==> src/rtl/systolic_pkg.sv <==
// Shared types and default sizes for the systolic MAC array feeders.
// B-row fetch FSM states and the signed element type live here.
package systolic_pkg;

   localparam int DEF_BITS_AB = 8;
   localparam int DEF_DIM     = 8;
   localparam int DEF_ADDR_W  = 16;

   typedef enum logic [1:0] {IDLE, FETCH, DRAIN, DONE} bfetch_state_t;

   typedef logic signed [DEF_BITS_AB-1:0] elem_t;

endpackage

==> src/rtl/b_row_assembler.sv <==
// Serial-to-parallel row buffer: collects DIM returning RAM elements into one row.
// The final element can be forwarded combinationally so a row leaves on the edge it completes.
module b_row_assembler
   import systolic_pkg::*;
#(
   parameter int BITS_AB = DEF_BITS_AB,
   parameter int DIM     = DEF_DIM
) (
   input  logic                      clk,
   input  logic                      rst_n,
   input  logic                      clr,
   input  logic                      wr,
   input  logic signed [BITS_AB-1:0] wr_data,
   input  logic                      take,
   output logic                      full,
   output logic                      last_in,
   output logic                      avail,
   output logic signed [BITS_AB-1:0] row [DIM]
);

   localparam int CW = (DIM > 1) ? $clog2(DIM) : 1;
   localparam logic [CW-1:0] COL_MAX = CW'(DIM - 1);

   logic [CW-1:0]             col;
   logic signed [BITS_AB-1:0] slots [DIM];

   assign last_in = wr && (col == COL_MAX);
   assign avail   = full || last_in;

   always_comb begin
      row = slots;
      if (last_in) row[DIM-1] = wr_data;
   end

   always_ff @(posedge clk or negedge rst_n) begin
      if (!rst_n) begin
         col  <= '0;
         full <= 1'b0;
      end else if (clr) begin
         col  <= '0;
         full <= 1'b0;
      end else begin
         if (take) full <= 1'b0;
         if (wr) begin
            // A row completing without being taken parks here until the output frees up.
            if (col == COL_MAX) begin
               col  <= '0;
               full <= !take;
            end else begin
               col <= col + 1'b1;
            end
         end
      end
   end

   always_ff @(posedge clk) begin
      if (wr) slots[col] <= wr_data;
   end

endmodule

==> src/rtl/b_row_fetch.sv <==
// Fetches a DIMxDIM signed B matrix from synchronous RAM row by row and presents
// each row over valid/ready, followed by DIM zero rows to drain the skew buffer.
module b_row_fetch
   import systolic_pkg::*;
#(
   parameter int BITS_AB = DEF_BITS_AB,
   parameter int DIM     = DEF_DIM,
   parameter int ADDR_W  = DEF_ADDR_W
) (
   input  logic                      clk,
   input  logic                      rst_n,
   input  logic                      start,
   input  logic [ADDR_W-1:0]         base_addr,
   output logic                      busy,
   output logic                      done,
   output logic                      mem_rd_en,
   output logic [ADDR_W-1:0]         mem_addr,
   input  logic signed [BITS_AB-1:0] mem_rdata,
   output logic                      row_valid,
   input  logic                      row_ready,
   output logic signed [BITS_AB-1:0] row_data [DIM],
   output logic                      row_last
);

   localparam int CW = (DIM > 1) ? $clog2(DIM) : 1;
   localparam int DW = $clog2(DIM + 1);
   localparam logic [CW-1:0] COL_MAX = CW'(DIM - 1);
   localparam logic [DW-1:0] DRN_MAX = DW'(DIM - 1);
   localparam logic [DW-1:0] DRN_END = DW'(DIM);

   bfetch_state_t state, state_nx;

   logic                      start_acc;
   logic [CW-1:0]             rd_col, rd_row, mv_row;
   logic                      rd_fin;
   logic                      rd_vld_p1;
   logic [DW-1:0]             drn_cnt;
   logic                      out_free, take, drn_load;
   logic                      asm_full, asm_last_in, asm_avail;
   logic signed [BITS_AB-1:0] asm_row [DIM];

   b_row_assembler #(
      .BITS_AB (BITS_AB),
      .DIM     (DIM)
   ) u_asm (
      .clk     (clk),
      .rst_n   (rst_n),
      .clr     (start_acc),
      .wr      (rd_vld_p1),
      .wr_data (mem_rdata),
      .take    (take),
      .full    (asm_full),
      .last_in (asm_last_in),
      .avail   (asm_avail),
      .row     (asm_row)
   );

   assign out_free = !row_valid || row_ready;
   assign take     = (state == FETCH) && asm_avail && out_free;
   assign drn_load = (state == DRAIN) && out_free && (drn_cnt != DRN_END);

   // A read is only issued when its element is sure to find a free slot on return.
   assign mem_rd_en = (state == FETCH) && !rd_fin && !asm_full &&
                      !(asm_last_in && !out_free);

   always_comb begin
      state_nx  = state;
      busy      = 1'b0;
      done      = 1'b0;
      start_acc = 1'b0;
      case (state)
         IDLE: begin
            if (start) begin
               start_acc = 1'b1;
               state_nx  = FETCH;
            end
         end
         FETCH: begin
            busy = 1'b1;
            if (take && (mv_row == COL_MAX)) state_nx = DRAIN;
         end
         DRAIN: begin
            busy = 1'b1;
            if (row_valid && row_ready && row_last) state_nx = DONE;
         end
         DONE: begin
            done     = 1'b1;
            state_nx = IDLE;
         end
         default: state_nx = IDLE;
      endcase
   end

   // Read issue stage: address/row/col counters, request valid carried to p1
   always_ff @(posedge clk or negedge rst_n) begin
      if (!rst_n) begin
         state     <= IDLE;
         rd_col    <= '0;
         rd_row    <= '0;
         rd_fin    <= 1'b0;
         rd_vld_p1 <= 1'b0;
         mem_addr  <= '0;
         mv_row    <= '0;
         drn_cnt   <= '0;
         row_valid <= 1'b0;
         row_last  <= 1'b0;
      end else begin
         state     <= state_nx;
         rd_vld_p1 <= mem_rd_en;
         if (start_acc) begin
            mem_addr <= base_addr;
            rd_col   <= '0;
            rd_row   <= '0;
            rd_fin   <= 1'b0;
            mv_row   <= '0;
            drn_cnt  <= '0;
         end
         if (mem_rd_en) begin
            mem_addr <= mem_addr + 1'b1;
            if (rd_col == COL_MAX) begin
               rd_col <= '0;
               if (rd_row == COL_MAX) rd_fin <= 1'b1;
               else                   rd_row <= rd_row + 1'b1;
            end else begin
               rd_col <= rd_col + 1'b1;
            end
         end
         // Output stage: acceptance and refill on one edge keep row_valid high
         if (row_valid && row_ready) begin
            row_valid <= 1'b0;
            row_last  <= 1'b0;
         end
         if (take) begin
            row_valid <= 1'b1;
            mv_row    <= mv_row + 1'b1;
         end
         if (drn_load) begin
            row_valid <= 1'b1;
            row_last  <= (drn_cnt == DRN_MAX);
            drn_cnt   <= drn_cnt + 1'b1;
         end
      end
   end

   always_ff @(posedge clk or negedge rst_n) begin
      if (!rst_n) begin
         for (int i = 0; i < DIM; i++) row_data[i] <= '0;
      end else if (take) begin
         row_data <= asm_row;
      end else if (drn_load) begin
         for (int i = 0; i < DIM; i++) row_data[i] <= '0;
      end
   end

endmodule
==> config.mk <==
export PLATFORM = sky130hd
export DESIGN_NAME = b_row_fetch
export DESIGN_NICKNAME = d
export VERILOG_FILES = /design/src/rtl/systolic_pkg.sv /design/src/rtl/b_row_assembler.sv /design/src/rtl/b_row_fetch.sv
export SDC_FILE = /design/constraint.sdc
export NUM_CORES = 1
export LEC_CHECK = 0
export ABC_AREA = 1
export CAP_MARGIN = 20
export CORE_MARGIN = 5
export CORE_UTILIZATION = 40
export CTS_BUF_LIST = sky130_fd_sc_hd__clkbuf_4 sky130_fd_sc_hd__clkbuf_8 sky130_fd_sc_hd__clkbuf_16
export DETAILED_ROUTE_END_ITERATION = 10
export SETUP_SLACK_MARGIN = 0.1
export SLEW_MARGIN = 20
export SYNTH_ARGS = -nofsm -noshare
export SYNTH_HDL_FRONTEND = slang
export SYNTH_HIERARCHICAL = 1
export SYNTH_SLANG_ARGS = --single-unit
==> constraint.sdc <==
create_clock -name clk -period 4.8 [get_ports clk]
set_input_delay 1.44 -clock clk [delete_from_list [all_inputs] [get_ports clk]]
set_output_delay 1.44 -clock clk [all_outputs]
set_load 0.03 [all_outputs]
==> impl_metrics.csv <==
group,metric,value,unit
critical_path,crit_arrival,2.61,ns
power_and_ir_drop,p_int,2.90,mW
power_and_ir_drop,swShare,0.349,
synth,netlist.area_leader.share,0.360,
flow_run,maxCapViolCount,0,
timing,setup_ws,0.749,ns
die,initial_core_util,0.403,
power_and_ir_drop,seq_power_share,0.416,
clock_tree,cts-root-buf,"clkbuf_16",
global_routing,grt_overflow,0,
global_routing,grt_pass1_wl,25.2,mm
layout,nNetsFinal,718,
clock_tree,htree_levels,4,
critical_path,crit_top_cell,"inv_2",
placed_design,hpwl,10.5,mm
synth,ys_top_cells_by_area,"dfrtp_1 36%, edfxtp_1 27%, a22o_1 8.2%, nand2_1 6.1%, buf_4 6.0%",
die,row_count,49,
detailed_routing,vias,4543,
synth,synth_area,0.00717,sq mm
synth,netlist_instances,614,
critical_path,path_class,"input port to primary output",
power_and_ir_drop,p_leak,3.73,nW
detailed_routing,drc,0,
detailed_routing,first_pass_iters,4,
clock_tree,cts_max_path_buffers,2,
clock_tree,tritoncts,"yes",
critical_path,worstPathRequired,3.36,ns
critical_path,crit_path_end_kind,"primary output",
power_and_ir_drop,p_per_area,517,mW/mm^2
layout,mostFrequentLayoutCell,"nand2_1",
worst_hold_path,hold_class,"flip-flop to flip-flop",
synth,ys_ff_latch,167,
layout,layout-drive-gt1-share,0.0773,
die,coreArea,0.0178,sq mm
critical_path,max_stage_delay,0.47,ns
power_and_ir_drop,p_clk_frac,0.308,
synth,yosysUniqueCellTypes,31,
die,num_io_pins,113,
synth,syn-mean-instance-area,11.7,sq um
clock_tree,numCtsBuffers,17,
timing,fin_crit,4.05,ns
critical_path,path_buf_inv,4,
critical_path,regToRegStartpoint,"u_asm/col[0]$_DFFE_PN0P_",
placed_design,pre_cts_slack,0.742,ns
synth,syn_nets,659,
power_and_ir_drop,p_sw,1.56,mW
clock_tree,clkLatencyLatePin,0.43,ns
die,die_area,0.0207,sq mm
detailed_routing,viasPerCell,4.97,
critical_path,path_max_fanout,15,
global_routing,grt_max_degree,47,
layout,antenna_cells,0,
worst_hold_path,holdPathStages,1,
timing,period_share,0.844,
synth,ys_warn_count,6,
detailed_routing,final_antenna_net_count,0,
timing,rsz0062_at_grt,"false",
critical_path,slowest_stage,"clkdlybuf4s50_1",
timing,skew,0.0130,ns
timing,fmax,0.247,GHz
placed_design,place.gp.congestion,0.874,
layout,areaGrowthSynthToFinish,20.1,%
worst_hold_path,min-delay-start,"u_asm/row[39]$_DFFE_PP_",
die,fp.dieH,144,um
synth,ys_seq_area_frac,0.628,
die,dieWidth,144,um
timing,final.setup.tns,0,ns
clock_tree,cts.sinks,167,
clock_tree,hold_buffers,0,
clock_tree,cts_resized,0,
global_routing,grt_pass1_vias,4687,
power_and_ir_drop,p_comb_frac,0.277,
clock_tree,clk_pin_slew,0.06,ns
detailed_routing,drtIter0Drc,204,
detailed_routing,wl,15.8,mm
critical_path,r2r_cells,9,
synth,netlist.top_cell.by_area,"dfrtp_1",
critical_path,cp_top_family,"buffers and inverters",
timing,tightest_slew,0.808,ns
layout,mostFrequentLayoutCells,"116 x nand2_1, 110 x clkdlybuf4s50_1, 103 x dfrtp_1",
global_routing,antenna_found_initial,0,
detailed_routing,wire_per_inst,17.2,um
critical_path,crit_cells,6,
critical_path,cp-startpoint,"row_ready",
critical_path,critPathLaunchType,"input port",
run_status,outcome,"finished clean",
timing,hold_violations,0,
timing,setup_viol_count_final,0,
timing,slew_headroom,0.460,
layout,utilization,0.484,
timing,drv_slew,0,
critical_path,path_cells,"clkdlybuf4s50_1, inv_2, nand3_1, nand2_2, inv_2, buf_4",
power_and_ir_drop,peakVddDrop,0.387,mV
placed_design,portBuffers,112,
global_routing,grtUsageTotal,0.159,
clock_tree,postCtsSetupBuffers,0,
## stage by stage
| step | hold slack (ns) | instances | instance area, sq um | power (mW) |
|---|---|---|---|---|
| global route | 0.481 | 915 | 8610 | 4.72 |
| finish | 0.469 | 915 | 8610 | 4.46 |
| global placement | 0.453 | 883 | 8020 | 3.08 |
| CTS | 0.472 | 915 | 8610 | 4.50 |
| detailed placement | 0.458 | 883 | 8020 | 3.13 |
| floorplan | 0.446 | 614 | 7170 | 2.78 |
## cells by family after synthesis
group / count (synthesis) / synth area share
simple gates: 202 / 0.121
flops: 167 / 0.628
buf+inv: 121 / 0.106
compound gates: 102 / 0.109
fa+ha+maj: 17 / 0.0297
xor+xnor: 5 / 0.00611
## sequential cells by signal (all words and copies together), names as in the netlist
register,count
row_valid,1
rd_vld_p1,1
drn_cnt,4
rd_col,3
row_data,64
u_asm/slots,8
u_asm/full,1
mem_addr,16
u_asm/row,56
mv_row,3
state,2
u_asm/col,3
rd_row,3
rd_fin,1
row_last,1
## synthesized netlist by cell type
cell      number
nand3_1       29
o21ai_1        9
nand4_1        3
xor2_1         4
nor2_1        45
nand3_2        1
o32ai_1        1
ha_1          17
inv_8          1
nand3_4        2
dfrtp_1      103
nor3_1         1
buf_6         10
inv_2          7
a22o_1        67
nand2_8        1
o22ai_1        2
nor2_2         1
nand2_4        1
o211ai_1       3
inv_1         36
nand2_2        2
o31ai_1        2
edfxtp_1      64
buf_4         57
clkbuf_1       1
o21ai_0       11
xnor2_1        1
buf_2          9
a21oi_1        7
nand2_1      116
## power groups by stage
| stage | Combinational, mW | Sequential, mW | Clock [mW] |
|---|---|---|---|
| global route | 1.38 | 1.88 | 1.46 |
| detailed placement | 1.25 | 1.88 | 0 |
| floorplan | 0.783 | 2.00 | 0 |
| CTS | 1.25 | 1.85 | 1.40 |
| finish | 1.23 | 1.85 | 1.37 |
| global placement | 1.21 | 1.87 | 0 |
## layer usage
metal / GRT usage / vias up / wire (um)
met5: 0 / - / 0
met4: 0.0545 / 0 / 201
met3: 0.0433 / 16 / 1020
met2: 0.243 / 137 / 7280
met1: 0.222 / 2222 / 7270
li1: - / 2168 / -
## layout make-up
type / instances / area, sq um
Fill cell: 1578 / 9170
Sequential cell: 167 / 4500
Multi-Input combinational cell: 326 / 1910
Timing Repair Buffer: 117 / 1150
Clock buffer: 19 / 453
Tap cell: 229 / 287
Inverter: 44 / 173
Clock inverter: 13 / 140
## worst reg2reg max path, stage by stage (launching register included)
cell and delay [ns]:
dfrtp_1 0.43, ha_1 0.24, ha_1 0.25, nand2_8 0.14, nand2_1 0.12, nand3_4 0.12, nand2_1 0.07, inv_2 0.37
buf_4 0.49, a22o_1 0.22
## path summary, 6_finish.rpt
check | to | slack (ns)
worst max-delay path | mem_rd_en | 0.75
worst min-delay path | row_data[39]$_DFFE_PN0P_ | 0.47
worst max register to register | row_data[25]$_DFFE_PN0P_ | 2.30
worst min register to register | row_data[39]$_DFFE_PN0P_ | 0.47
max in group asynchronous | row_data[37]$_DFFE_PN0P_ | 2.86
min in group asynchronous | mem_addr[9]$_DFFE_PN0P_ | 0.96
No activity file was read; power rests on OpenSTA's default activity.
